$ cat config.mk
export PLATFORM = sky130hd
export DESIGN_NAME = spi_fb_writer_flat
export DESIGN_NICKNAME = d
export VERILOG_FILES = /design/src/rtl/spi_fb_pkg.sv /design/src/rtl/spi_fb_writer_if.sv /design/src/rtl/spi_sync.sv /design/src/rtl/spi_fb_writer.sv /design/src/flat_wrapper.sv
export SDC_FILE = /design/constraint.sdc
export NUM_CORES = 1
export LEC_CHECK = 0
export CAP_MARGIN = 20
export CORE_MARGIN = 5
export CORE_UTILIZATION = 40
export DETAILED_ROUTE_END_ITERATION = 8
export GPL_TIMING_DRIVEN = 0
export PLACE_DENSITY = 0.59
export SLEW_MARGIN = 20
export SYNTH_ARGS = -nofsm -noshare
export SYNTH_HDL_FRONTEND = slang
export SYNTH_HIERARCHICAL = 1
export SYNTH_SLANG_ARGS = --single-unit
export TNS_END_PERCENT = 10
$ cat constraint.sdc
create_clock -name clk_i -period 3.8 [get_ports clk_i]
set_clock_uncertainty 0.15 [all_clocks]
set_input_delay 0.57 -clock clk_i [delete_from_list [all_inputs] [get_ports clk_i]]
set_output_delay 0.57 -clock clk_i [all_outputs]
set_load 0.02 [all_outputs]
$ cat src/rtl/spi_fb_pkg.sv
// -----------------------------------------------------------------------------
// spi_fb_pkg
// Shared constants and types for the SPI framebuffer writer.
//   CMD_WRITE            header command byte that opens a pixel write stream
//   SYNC_STAGES_DEFAULT  synchronizer depth used when the top is not overridden
//   LINE_*               bit positions of the SPI lines in the synchronizer bus
//   fb_state_t           header/stream decoder state encoding
// -----------------------------------------------------------------------------
package spi_fb_pkg;

    localparam logic [7:0] CMD_WRITE           = 8'h01;
    localparam int         SYNC_STAGES_DEFAULT = 2;

    // Order of the SPI lines inside the 3-bit synchronizer vector.
    localparam int LINE_SCLK = 0;
    localparam int LINE_MOSI = 1;
    localparam int LINE_SS   = 2;

    typedef enum logic [2:0] {
        IDLE    = 3'd0,
        CMD     = 3'd1,
        ADDR_HI = 3'd2,
        ADDR_LO = 3'd3,
        DATA    = 3'd4,
        DISCARD = 3'd5
    } fb_state_t;

endpackage

$ cat src/rtl/spi_fb_writer_if.sv
// -----------------------------------------------------------------------------
// spi_fb_writer_if
// Bundles the SPI slave pins and the framebuffer write port of spi_fb_writer.
//   spi_sclk_i / spi_mosi_i / spi_ss_i   SPI mode 0 lines from the host MCU
//   fb_we_o / fb_addr_o / fb_data_o      framebuffer write strobe, address, pixel
//   frame_done_o                         pulse: transaction ended after >=1 pixel
//   cmd_err_o                            pulse: unknown command byte received
// Modports:
//   master  host side (drives SPI, observes framebuffer port)
//   slave   writer side (samples SPI, drives framebuffer port)
// -----------------------------------------------------------------------------
interface spi_fb_writer_if #(
    parameter int ADDR_W  = 16,
    parameter int PIXEL_W = 8
) ();

    logic               spi_sclk_i;
    logic               spi_mosi_i;
    logic               spi_ss_i;

    logic               fb_we_o;
    logic [ADDR_W-1:0]  fb_addr_o;
    logic [PIXEL_W-1:0] fb_data_o;
    logic               frame_done_o;
    logic               cmd_err_o;

    modport master (
        output spi_sclk_i,
        output spi_mosi_i,
        output spi_ss_i,
        input  fb_we_o,
        input  fb_addr_o,
        input  fb_data_o,
        input  frame_done_o,
        input  cmd_err_o
    );

    modport slave (
        input  spi_sclk_i,
        input  spi_mosi_i,
        input  spi_ss_i,
        output fb_we_o,
        output fb_addr_o,
        output fb_data_o,
        output frame_done_o,
        output cmd_err_o
    );

endinterface

$ cat src/rtl/spi_sync.sv
// -----------------------------------------------------------------------------
// spi_sync
// Multi-bit input synchronizer with edge detection. Every bit runs through the
// same number of flops so related lines (SCLK/MOSI/SS) stay aligned with each
// other after synchronization.
//   clk_i    sampling clock
//   rst_i    asynchronous, active-high reset (all flops to 0)
//   d_i      raw asynchronous inputs
//   q_o      synchronized inputs
//   rise_o   per-bit 0->1 transition of q_o (combinational, 1 cycle wide)
//   fall_o   per-bit 1->0 transition of q_o (combinational, 1 cycle wide)
// -----------------------------------------------------------------------------
module spi_sync #(
    parameter int WIDTH  = 1,
    parameter int STAGES = 2
) (
    input  logic             clk_i,
    input  logic             rst_i,
    input  logic [WIDTH-1:0] d_i,
    output logic [WIDTH-1:0] q_o,
    output logic [WIDTH-1:0] rise_o,
    output logic [WIDTH-1:0] fall_o
);

    // Stage 0 is the first flop after the pin; stage STAGES-1 is the output.
    logic [STAGES-1:0][WIDTH-1:0] stage_reg;
    logic [WIDTH-1:0]             prev_reg;

    always_ff @(posedge clk_i or posedge rst_i) begin
        if (rst_i) begin
            stage_reg <= '0;
            prev_reg  <= '0;
        end else begin
            stage_reg <= {stage_reg[STAGES-2:0], d_i};
            prev_reg  <= stage_reg[STAGES-1];
        end
    end

    assign q_o    = stage_reg[STAGES-1];
    assign rise_o = q_o & ~prev_reg;
    assign fall_o = ~q_o & prev_reg;

endmodule

$ cat src/rtl/spi_fb_writer.sv
// -----------------------------------------------------------------------------
// spi_fb_writer
// SPI mode 0 slave that receives a command/address header followed by a pixel
// stream and writes each pixel into the framebuffer at auto-incrementing
// addresses. SCLK/MOSI/SS are oversampled with clk_i.
//   Frame: byte0 = command (0x01 = write), byte1 = addr[15:8], byte2 = addr[7:0],
//          byte3.. = RGB332 pixels.
// Ports:
//   clk_i   pixel clock (SPI clock must be <= clk_i/4)
//   rst_i   asynchronous, active-high reset
//   bus     spi_fb_writer_if.slave: SPI inputs, framebuffer write port,
//           frame_done_o and cmd_err_o status pulses
// Write latency: SYNC_STAGES+2 clk_i cycles from the raw SCLK edge of the LSB
// to fb_we_o.
// -----------------------------------------------------------------------------
module spi_fb_writer
    import spi_fb_pkg::*;
#(
    parameter int ADDR_W      = 16,
    parameter int PIXEL_W     = 8,
    parameter int SYNC_STAGES = SYNC_STAGES_DEFAULT
) (
    input  logic            clk_i,
    input  logic            rst_i,
    spi_fb_writer_if.slave  bus
);

    localparam logic [ADDR_W-1:0] ADDR_ONE = {{(ADDR_W-1){1'b0}}, 1'b1};

    // ------------------------------------------------------------------
    // Input synchronization
    // ------------------------------------------------------------------
    logic [2:0] raw_lines;
    logic [2:0] sync_lines;
    logic [2:0] sync_rise;
    logic [2:0] sync_fall;

    assign raw_lines[LINE_SCLK] = bus.spi_sclk_i;
    assign raw_lines[LINE_MOSI] = bus.spi_mosi_i;
    assign raw_lines[LINE_SS]   = bus.spi_ss_i;

    spi_sync #(
        .WIDTH  (3),
        .STAGES (SYNC_STAGES)
    ) u_sync (
        .clk_i  (clk_i),
        .rst_i  (rst_i),
        .d_i    (raw_lines),
        .q_o    (sync_lines),
        .rise_o (sync_rise),
        .fall_o (sync_fall)
    );

    logic sync_ss;
    logic sync_mosi;
    logic sclk_rise;
    logic ss_rise;

    assign sync_ss   = sync_lines[LINE_SS];
    assign sync_mosi = sync_lines[LINE_MOSI];
    assign sclk_rise = sync_rise[LINE_SCLK];
    assign ss_rise   = sync_rise[LINE_SS];

    // Only SCLK/SS rising edges and the MOSI/SS levels drive the decoder.
    logic unused_edges;
    assign unused_edges = ^{sync_lines[LINE_SCLK], sync_rise[LINE_MOSI], sync_fall};

    // ------------------------------------------------------------------
    // Byte assembler
    // ------------------------------------------------------------------
    // shreg_reg holds the complete byte during the byte_valid_reg cycle; the
    // next SCLK edge is at least 4 clk_i cycles away, so no separate byte
    // register is needed.
    logic [7:0] shreg_reg;
    logic [2:0] bit_cnt_reg;
    logic       byte_valid_reg;

    always_ff @(posedge clk_i or posedge rst_i) begin
        if (rst_i) begin
            shreg_reg      <= '0;
            bit_cnt_reg    <= '0;
            byte_valid_reg <= 1'b0;
        end else begin
            byte_valid_reg <= 1'b0;
            if (sync_ss) begin
                // Deselected: drop any partial byte, including an edge that
                // coincides with SS rising.
                shreg_reg   <= '0;
                bit_cnt_reg <= '0;
            end else if (sclk_rise) begin
                shreg_reg      <= {shreg_reg[6:0], sync_mosi};
                bit_cnt_reg    <= bit_cnt_reg + 3'd1;
                byte_valid_reg <= (bit_cnt_reg == 3'd7);
            end
        end
    end

    // ------------------------------------------------------------------
    // Header decoder, address counter and output registers
    // ------------------------------------------------------------------
    fb_state_t         state_reg;
    logic [7:0]        addr_hi_reg;
    logic [ADDR_W-1:0] addr_reg;
    logic              pix_written_reg;
    logic [15:0]       header_addr;

    // Narrow framebuffers keep the low bits of the 16-bit header address.
    assign header_addr = {addr_hi_reg, shreg_reg};

    always_ff @(posedge clk_i or posedge rst_i) begin
        if (rst_i) begin
            state_reg        <= IDLE;
            addr_hi_reg      <= '0;
            addr_reg         <= '0;
            pix_written_reg  <= 1'b0;
            bus.fb_we_o      <= 1'b0;
            bus.fb_addr_o    <= '0;
            bus.fb_data_o    <= '0;
            bus.frame_done_o <= 1'b0;
            bus.cmd_err_o    <= 1'b0;
        end else begin
            bus.fb_we_o      <= 1'b0;
            bus.frame_done_o <= 1'b0;
            bus.cmd_err_o    <= 1'b0;

            // Advance one cycle after each write; wraps naturally at ADDR_W.
            if (bus.fb_we_o) begin
                addr_reg <= addr_reg + ADDR_ONE;
            end

            if (state_reg == IDLE) begin
                pix_written_reg <= 1'b0;
            end

            if (sync_ss) begin
                state_reg        <= IDLE;
                bus.frame_done_o <= ss_rise & pix_written_reg;
            end else begin
                unique case (state_reg)
                    IDLE: begin
                        state_reg <= CMD;
                    end
                    CMD: begin
                        if (byte_valid_reg) begin
                            if (shreg_reg == CMD_WRITE) begin
                                state_reg <= ADDR_HI;
                            end else begin
                                state_reg     <= DISCARD;
                                bus.cmd_err_o <= 1'b1;
                            end
                        end
                    end
                    ADDR_HI: begin
                        if (byte_valid_reg) begin
                            addr_hi_reg <= shreg_reg;
                            state_reg   <= ADDR_LO;
                        end
                    end
                    ADDR_LO: begin
                        if (byte_valid_reg) begin
                            addr_reg  <= header_addr[ADDR_W-1:0];
                            state_reg <= DATA;
                        end
                    end
                    DATA: begin
                        if (byte_valid_reg) begin
                            bus.fb_we_o     <= 1'b1;
                            bus.fb_addr_o   <= addr_reg;
                            bus.fb_data_o   <= shreg_reg[PIXEL_W-1:0];
                            pix_written_reg <= 1'b1;
                        end
                    end
                    DISCARD: begin
                        // Swallow bytes until the host deselects.
                    end
                    default: begin
                        state_reg <= IDLE;
                    end
                endcase
            end
        end
    end

endmodule

$ cat src/flat_wrapper.sv
// flat-port wrapper written by rule: the top's interface ports become plain ports
module spi_fb_writer_flat import spi_fb_pkg::*;
#(
    parameter int ADDR_W      = 16,
    parameter int PIXEL_W     = 8,
    parameter int SYNC_STAGES = SYNC_STAGES_DEFAULT
)
  (clk_i, rst_i, bus_spi_sclk_i, bus_spi_mosi_i, bus_spi_ss_i, bus_fb_we_o, bus_fb_addr_o, bus_fb_data_o, bus_frame_done_o, bus_cmd_err_o);
  spi_fb_writer_if #(.ADDR_W(ADDR_W), .PIXEL_W(PIXEL_W)) bus_i ();
  input  logic clk_i;
  input  logic rst_i;
  input wire logic [$bits(bus_i.spi_sclk_i)-1:0] bus_spi_sclk_i;
  input wire logic [$bits(bus_i.spi_mosi_i)-1:0] bus_spi_mosi_i;
  input wire logic [$bits(bus_i.spi_ss_i)-1:0] bus_spi_ss_i;
  output wire logic [$bits(bus_i.fb_we_o)-1:0] bus_fb_we_o;
  output wire logic [$bits(bus_i.fb_addr_o)-1:0] bus_fb_addr_o;
  output wire logic [$bits(bus_i.fb_data_o)-1:0] bus_fb_data_o;
  output wire logic [$bits(bus_i.frame_done_o)-1:0] bus_frame_done_o;
  output wire logic [$bits(bus_i.cmd_err_o)-1:0] bus_cmd_err_o;
  assign bus_i.spi_sclk_i = bus_spi_sclk_i;
  assign bus_i.spi_mosi_i = bus_spi_mosi_i;
  assign bus_i.spi_ss_i = bus_spi_ss_i;
  assign bus_fb_we_o = bus_i.fb_we_o;
  assign bus_fb_addr_o = bus_i.fb_addr_o;
  assign bus_fb_data_o = bus_i.fb_data_o;
  assign bus_frame_done_o = bus_i.frame_done_o;
  assign bus_cmd_err_o = bus_i.cmd_err_o;
  spi_fb_writer #(.ADDR_W(ADDR_W), .PIXEL_W(PIXEL_W), .SYNC_STAGES(SYNC_STAGES)) u_core (.clk_i(clk_i), .rst_i(rst_i), .bus(bus_i));
endmodule
==> flow_summary.json, run 1 <==
{
  "outcome": "finished, final reports clean",
  "crit_fanout": 2,
  "worstPathRequired_ns": 3.08,
  "track_usage": 0.130,
  "p_switching_w": 0.000317,
  "antenna_cells": 0,
  "cts.sinks": 75,
  "gp_congestion": 0.787,
  "drtAntennaViolNets": 0,
  "r2r_slack_ns": 1.79,
  "wire_per_inst_um": 14.6,
  "cts_max_path_buffers": 2,
  "rr_startpoint": "u_core/u_sync/q_o[2]$_DFF_PP0_",
  "syn_inst": 253,
  "cts_tree": "built",
  "finalMaxSlewViolations": 0,
  "core_um2": 7730,
  "syn_to_final_growth_pct": 22.4,
  "final_util": 0.502,
  "nets": 304,
  "power.density_nw_per_um2": 406,
  "clock_power_share": 0.459,
  "layout-drive-gt1-share": 0.223,
  "worst_slack_ns": 1.79,
  "drt_wl_total_um": 5900,
  "cp-start-kind": "register",
  "crit_type": "register to output port",
  "grt_pass1_vias": 2095,
  "worstSkewPairLatency_ns": 0.34,
  "num-fill-cells": 682,
  "min_from": "u_core/u_sync/stage_reg[0]$_DFF_PP0_",
  "hpwlAfterDp_um": 4000,
  "slowest_delay_ns": 0.60,
  "crit_buf_inv": 1,
  "period_needed_ns": 2.01,
  "cts_hold_buf": 0,
  "fin_crit_sh": 0.530,
  "max_freq_mhz": 496,
  "power.internal_w": 0.00125,
  "post_cts_resized": 0,
  "first_pass_iters": 4,
  "ios": 32,
  "drc_errors": 0,
  "vias": 1987,
  "vias_per_cell": 4.93,
  "synth_nets": 261,
  "worstReg2RegEnd": "u_core/addr_reg[5]$_DFF_PP0_",
  "htree_levels": 3,
  "path_cells": "clkdlybuf4s50_1",
  "die-area_um2": 9800,
  "worst_pin_slew_ns": 0.415,
  "switching_share": 0.202,
  "io_buffers": 31,
  "crit_path_end_kind": "output port",
  "die_width_um": 99.0,
  "drv_cap": 0,
  "drt_iter0_drc": 100,
  "slew_headroom": 0.724,
  "min_path_cells": 0,
  "fp-row-count": 32,
  "critPathTopFamily": "buffers and inverters",
  "grt_pass1_wl_um": 10100,
  "syn_area_per_cell_um2": 12.5,
  "power_frac_seq": 0.515,
  "hold_end": "u_core/u_sync/q_o[0]$_DFF_PP0_",
  "cp_data_arrival_time_ns": 1.29,
  "fin_tns_setup_ns": 0,
  "slowest_stage": "clkdlybuf4s50_1",
  "pre_cts_slack_ns": 1.81,
  "p_leak_nw": 1.86,
  "clk_pin_slew_ns": 0.08,
  "min-delay-path-class": "register to register",
  "finalSetupViolCount": 0,
  "rsz0062_at_grt": "no",
  "antenna_found_initial": 0,
  "ys_warn_count": 6,
  "grt_start_max_net_pins": 56,
  "grt_overflow": 0,
  "dieHeight_um": 99.0,
  "start_util": 0.410,
  "hold_viol": 0,
  "postCtsSetupBuffers": 0,
  "combPwrFrac": 0.027,
  "peakVddDrop_mv": 0.183,
  "numCtsBuffers": 9,
  "root_buffer": "clkbuf_8",
  "syn_area_um2": 3170,
  "ff2ff_path_depth": 7
}
==> power groups by stage <==
stage | Sequential [W] | Clock [W] | Combinational, W
global route | 0.000810 | 0.000782 | 0.0000478
detailed placement | 0.000825 | 0 | 0.0000435
CTS | 0.000809 | 0.000746 | 0.0000437
floorplan | 0.000824 | 0 | 0.0000278
finish | 0.000809 | 0.000721 | 0.0000419
global placement | 0.000825 | 0 | 0.0000389
==> per-stage QoR <==
stage	area [µm²]	hold WS, ns	cells	power (W)
after global routing	3880	0.216	403	0.00164
after global placement	3610	0.184	386	0.000864
final	3880	0.201	403	0.00157
after CTS	3880	0.205	403	0.00160
after floorplan	3170	0.181	253	0.000851
after detailed placement	3640	0.186	387	0.000869
==> metal layers <==
metal | vias to the layer above | track usage | part of all wire | wire [µm]
li1 | 973 | - | - | -
met1 | 975 | 0.169 | 0.48 | 2840
met2 | 33 | 0.203 | 0.47 | 2780
met3 | 6 | 0.0495 | 0.036 | 210
met4 | 0 | 0.0399 | 0.011 | 65
met5 | - | 0 | 0 | 0
==> worst max path at each step <==
| stage | startpoint | end | slack, ns | cells past startpoint |
|---|---|---|---|---|
| 5_1_grt | u_core/u_sync/q_o[2]$_DFF_PP0_ | u_core/addr_reg[12]$_DFF_PP0_ | 1.66 | 7 |
| 3_5_place_dp | u_core/u_sync/q_o[2]$_DFF_PP0_ | u_core/addr_reg[5]$_DFF_PP0_ | 1.81 | 7 |
| 3_3_place_gp | rst_i | u_core/addr_reg[5]$_DFF_PP0_ | 0.12 | 2 |
| 6_report | u_core/bus.fb_data_o[5]$_DFFE_PP0P_ | bus_fb_data_o[5] | 1.79 | 1 |
| 4_1_cts | u_core/bus.fb_data_o[5]$_DFFE_PP0P_ | bus_fb_data_o[5] | 1.75 | 1 |
| 2_1_floorplan | rst_i | u_core/addr_hi_reg[0]$_DFFE_PP0P_ | 1.40 | 1 |
==> cells in the final DEF (no fill, tap or decap), types with 4 or more instances in the layout <==
cell              n
dfrtp_1          75
clkdlybuf4s50_1  31
mux2_2           30
nor2_1           29
a21oi_1          16
mux2i_1          12
nand2_1          10
xnor2_1          10
clkbuf_8          9
buf_2             7
nand4_1           6
inv_1             5
xor2_1            5
nor3_1            4
nand3_1           4
==> layout make-up <==
cell class	count	area (µm²)	share of cell area
flip-flops and latches	75	1880	0.484
multi-input cells	159	1180	0.306
repair buffers	32	338	0.0872
well taps	102	128	0.0329
clock buffers	9	124	0.0320
clock inverters	7	116	0.0300
plain buffers	13	83.8	0.0216
inverters	6	25.0	0.00646
No activity file was read; power rests on OpenSTA's default activity.
==> run 2, diff against run 1 <==
--- a/config.mk
+++ b/config.mk
@@ -10,7 +10,7 @@
 export CORE_UTILIZATION = 40
 export DETAILED_ROUTE_END_ITERATION = 8
 export GPL_TIMING_DRIVEN = 0
-export PLACE_DENSITY = 0.59
+export PLACE_DENSITY = 0.62
 export SLEW_MARGIN = 20
 export SYNTH_ARGS = -nofsm -noshare
 export SYNTH_HDL_FRONTEND = slang
==> constraint.sdc (replaced) <==
create_clock -name clk_i -period 1.75 [get_ports clk_i]
set_clock_uncertainty 0.15 [all_clocks]
set_input_delay 0.2625 -clock clk_i [delete_from_list [all_inputs] [get_ports clk_i]]
set_output_delay 0.2625 -clock clk_i [all_outputs]
set_load 0.02 [all_outputs]
==> flow_summary.json, run 2 (synthesis gave the netlist of run 1 again) <==
{
  "crit_buf_inv": 2,
  "wl_met1_um": 2870,
  "multi_input_area_um2": 1240,
  "worst_slack_ns": -0.0107,
  "wl_met3_um": 243,
  "gp_congestion": 0.798,
  "crit_fanout": 5,
  "vias_per_cell": 4.97,
  "fin_crit_sh": 1.01,
  "antenna_found_initial": 0,
  "slew_headroom": 0.720,
  "cts_max_path_buffers": 2,
  "cts_hold_buf": 0,
  "slowest_delay_ns": 0.37,
  "period_needed_ns": 1.76,
  "postLayoutCellArea_um2": 4220,
  "slowest_stage": "dfrtp_1",
  "hold_viol": 0,
  "finalMaxSlewViolations": 0,
  "syn_to_final_growth_pct": 33.2,
  "numCtsBuffers": 9,
  "antenna_cells": 0,
  "track_usage": 0.134,
  "finalSetupViolCount": 8,
  "final_util": 0.546,
  "min-delay-path-class": "input port to asynchronous set/reset pin",
  "max_freq_mhz": 568,
  "root_buffer": "clkbuf_8",
  "placed_area_um2": 3650,
  "fin_tns_setup_ns": -0.0459,
  "io_buffers": 31,
  "rsz0062_at_grt": "yes",
  "vias": 2109,
  "worst_pin_slew_ns": 0.420,
  "mostFrequentLayoutCell": "dfrtp_1",
  "num-fill-cells": 645,
  "nets": 325,
  "core_um2": 7730,
  "hpwlAfterDp_um": 4080,
  "cp-start-kind": "register",
  "wire_per_inst_um": 14.9,
  "fp-row-count": 32,
  "peakVddDrop_mv": 0.593,
  "final_cell_mix": "dfrtp_1, mux2_2, nor2_1, buf_4, dlymetal6s2s_1",
  "cts.sinks": 75,
  "grt_pass1_wl_um": 10400,
  "drv_cap": 0,
  "grt_start_max_net_pins": 34,
  "crit_path_end_kind": "register",
  "first_pass_iters": 5,
  "layout-drive-gt1-share": 0.326,
  "grt_pass1_vias": 2171,
  "worstSkewPairLatency_ns": 0.34,
  "cts_tree": "built",
  "highest_layer": "met4",
  "p_leak_nw": 2.34,
  "dr_wl_met2_um": 3110,
  "ios": 32,
  "die_width_um": 99.0,
  "htree_levels": 3,
  "clk_pin_slew_ns": 0.08,
  "start_util": 0.410,
  "violations": "setup timing",
  "drt_iter0_drc": 52,
  "worstPathRequired_ns": 1.83,
  "seqCellArea_um2": 1890,
  "die-area_um2": 9800,
  "grt_overflow": 0,
  "drtAntennaViolNets": 0,
  "outcome": "finished with violations",
  "drc_errors": 0,
  "path_cells": "buf_6, nor4b_4, nand2_4, bufbuf_16, mux2_2",
  "cp_data_arrival_time_ns": 1.84,
  "power.density_nw_per_um2": 788,
  "critPathTopFamily": "simple AND/OR/NAND/NOR gates",
  "drt_wl_total_um": 6300,
  "dieHeight_um": 99.0,
  "crit_type": "register to register",
  "total_power_w": 0.00332
}
run 2: final timing paths:
path	start	to	slack (ns)	depth (start not counted)
worst min-delay path	rst_i	u_core/pix_written_reg$_DFF_PP0_	0.03	2
max in group asynchronous	rst_i	u_core/addr_reg[2]$_DFF_PP0_	1.02	3
min in group clk_i	bus_spi_sclk_i	u_core/u_sync/stage_reg[0]$_DFF_PP0_	0.20	1
worst max register to register	u_core/state_reg[1]$_DFFE_PP0P_	u_core/bus.fb_data_o[1]$_DFFE_PP0P_	-0.01	5
worst max-delay path	u_core/state_reg[1]$_DFFE_PP0P_	u_core/bus.fb_data_o[1]$_DFFE_PP0P_	-0.01	5
worst min register to register	u_core/u_sync/stage_reg[2]$_DFF_PP0_	u_core/u_sync/q_o[2]$_DFF_PP0_	0.21	0
run 2: where the power goes:
part | switching [W] | internal (W)
registers | 0.0000107 | 0.00175
logic | 0.0000590 | 0.0000435
clock network | 0.000623 | 0.000841
total | 0.000692 | 0.00263
run 2: layout make-up:
class,count,share of cell area
Sequential cell,75,0.447
Multi-Input combinational cell,159,0.295
Clock buffer,10,0.0326
Buffer,12,0.0270
Clock inverter,6,0.0210
Inverter,6,0.00623
Tap cell,102,0.0302
Timing Repair Buffer,54,0.141
run 2: metrics by stage:
stage                     hold WS (ns)  setup slack, ns  std cells
final                           0.0322          -0.0107        424
after global routing            0.0194          -0.0535        424
after CTS                       0.0185          -0.0510        412
after detailed placement         0.189           -0.288        388
after global placement           0.186           -0.296        386
after floorplan                -0.0718          -0.0226        253
run 2: worst register-to-register path, cell delays in order (launching register included):
cell and delay [ns]:
dfrtp_1 0.37, buf_6 0.13, nor4b_4 0.34, nand2_4 0.11
bufbuf_16 0.29, mux2_2 0.26
run 2: metal layers:
metal  vias up  global-route usage
met5         -                   0
met4         0              0.0462
met3        10              0.0453
met2        41               0.216
met1      1046               0.168
li1       1012                   -
run 2: what timing repair did:
item,in CTS,in global routing
cloned,1,0
resized for setup,13,40
endpoints found under the setup margin,43,66
pin swaps,2,7
buffers inserted,8,12
==> patch (settings of run 1) <==
Re-encode `fb_state_t` (6 states) as one-hot, 6 bits wide.
--- a/src/rtl/spi_fb_pkg.sv
+++ b/src/rtl/spi_fb_pkg.sv
@@ -16,13 +16,13 @@
     localparam int LINE_MOSI = 1;
     localparam int LINE_SS   = 2;
 
-    typedef enum logic [2:0] {
-        IDLE    = 3'd0,
-        CMD     = 3'd1,
-        ADDR_HI = 3'd2,
-        ADDR_LO = 3'd3,
-        DATA    = 3'd4,
-        DISCARD = 3'd5
+    typedef enum logic [5:0] {
+        IDLE    = 6'b000001,
+        CMD     = 6'b000010,
+        ADDR_HI = 6'b000100,
+        ADDR_LO = 6'b001000,
+        DATA    = 6'b010000,
+        DISCARD = 6'b100000
     } fb_state_t;
 
 endpackage
Formal check against the unedited RTL: no difference found for any inputs over 10 cycles, from zero or initial values and one cycle with rst_i high; not proved beyond that.
==> patch against run 1 <==
First-iteration DRC count down 39%. Final area rose by 7.0%. Critical path depth unchanged. Utilization decreased by 0.20 points. Setup slack worse by 0.16 ns. Routed wire length is 12% higher. Area after synthesis rose by 9.0%. Synthesized cell count grew 14%. Hold slack gained 0.0022 ns. Die area rose by 8.1%. Sequential cell count increased by 3.
Power is not compared: it rests on default switching activity, and its combinational part moved more than twofold at a synthesized area within 25%.
==> patch: results <==
export IMPL_grt_pass1_vias=2352
export IMPL_crit_arrival_ns=1.46
export IMPL_reg2reg_from="u_core/state_reg[0]"
export IMPL_clkCellAreaFrac_pct=5.34
export IMPL_numClockSinks=78
export IMPL_syn2layout_area_growth_pct=20.1
export IMPL_r2r_end="u_core/bus.fb_addr_o[4]"
export IMPL_wl_met1_um=3250
export IMPL_buffer_area_share_pct=10.6
export IMPL_reg2regPathDepth=5
export IMPL_use_met3_pct=2.57
export IMPL_syn_inst=288
export IMPL_dp_hpwl_um=4510
export IMPL_vias_per_cell=5.01
export IMPL_whs_ns=0.203
export IMPL_cts_setup_buffers=0
export IMPL_fillers=755
export IMPL_clock_buffers=10
export IMPL_use_met1_pct=19.2
export IMPL_placed_area_sq_um=3930
export IMPL_crit_slowest_cell="clkdlybuf4s50_1"
export IMPL_critPathMaxFanout=7
export IMPL_mappedNetlistNets=296
export IMPL_antenna_cells=0
export IMPL_worst_pin_slew_ns=0.702
export IMPL_cts_made_buffers=9
export IMPL_reg2reg_slack_ns=1.75
export IMPL_final_net_count=339
export IMPL_fin_cells=441
export IMPL_drive_gt1_share_pct=18.8
export IMPL_hp_class="flip-flop to flip-flop"
export IMPL_grt_first_pass_wirelength_um=11500
export IMPL_numPlacedInstances=425
export IMPL_postRouteWirelength_um=6630
export IMPL_seq_share_pct=47.1
export IMPL_grtUsageMet2_pct=21.9
export IMPL_initialDrtViolationCount=61
export IMPL_multi_input_area_share_pct=33.2
export IMPL_buffers=48
export IMPL_multi_input_gates=188
export IMPL_status="finished, final reports clean"
export IMPL_hold_end="u_core/u_sync/q_o[1]"
export IMPL_grtUsageTotal_pct=14.0
export IMPL_clk_path_buf_depth=2
export IMPL_first_pass_iters=4
export IMPL_clk_pin_slew_ns=0.09
export IMPL_route_met2_wl_um=3070
export IMPL_min_from="u_core/u_sync/stage_reg[1]"
export IMPL_dr_wl_met3_um=217
export IMPL_p_seq_mw=0.853
export IMPL_dp_slack_ns=1.74
export IMPL_crit_path_max_incr_delay_ns=0.65
export IMPL_grt_max_degree=45
export IMPL_gp_congestion=0.809
patch: cell count changes in the layout (fill, tap and decap cells not counted), sizes merged, moves of 3 or more:
cell and delta:
buf -3, clkbuf +7, nand2 +9, nand3 +3
nand4 -5, nor2 +10, nor3 +3, o21ai +5
patch: worst register-to-register path: cells and delay by family (launching register included):
kind,cells,cell delay [ns]
buffers and inverters,2,0.46
flip-flops,1,0.36
multiplexers,1,0.31
AND/OR/NAND/NOR,2,0.67
patch: worst max path at each step:
stage	to	depth (start not counted)	start	slack [ns]
final	bus_fb_we_o	1	u_core/bus.fb_we_o	1.62
after global routing	bus_fb_we_o	1	u_core/bus.fb_we_o	1.53
after CTS	bus_fb_we_o	1	u_core/bus.fb_we_o	1.58
after detailed placement	u_core/bus.fb_addr_o[4]	5	u_core/state_reg[2]	1.74
after global placement	u_core/bus.fb_addr_o[5]	2	rst_i	-0.03
after floorplan	u_core/addr_hi_reg[0]	1	rst_i	1.31
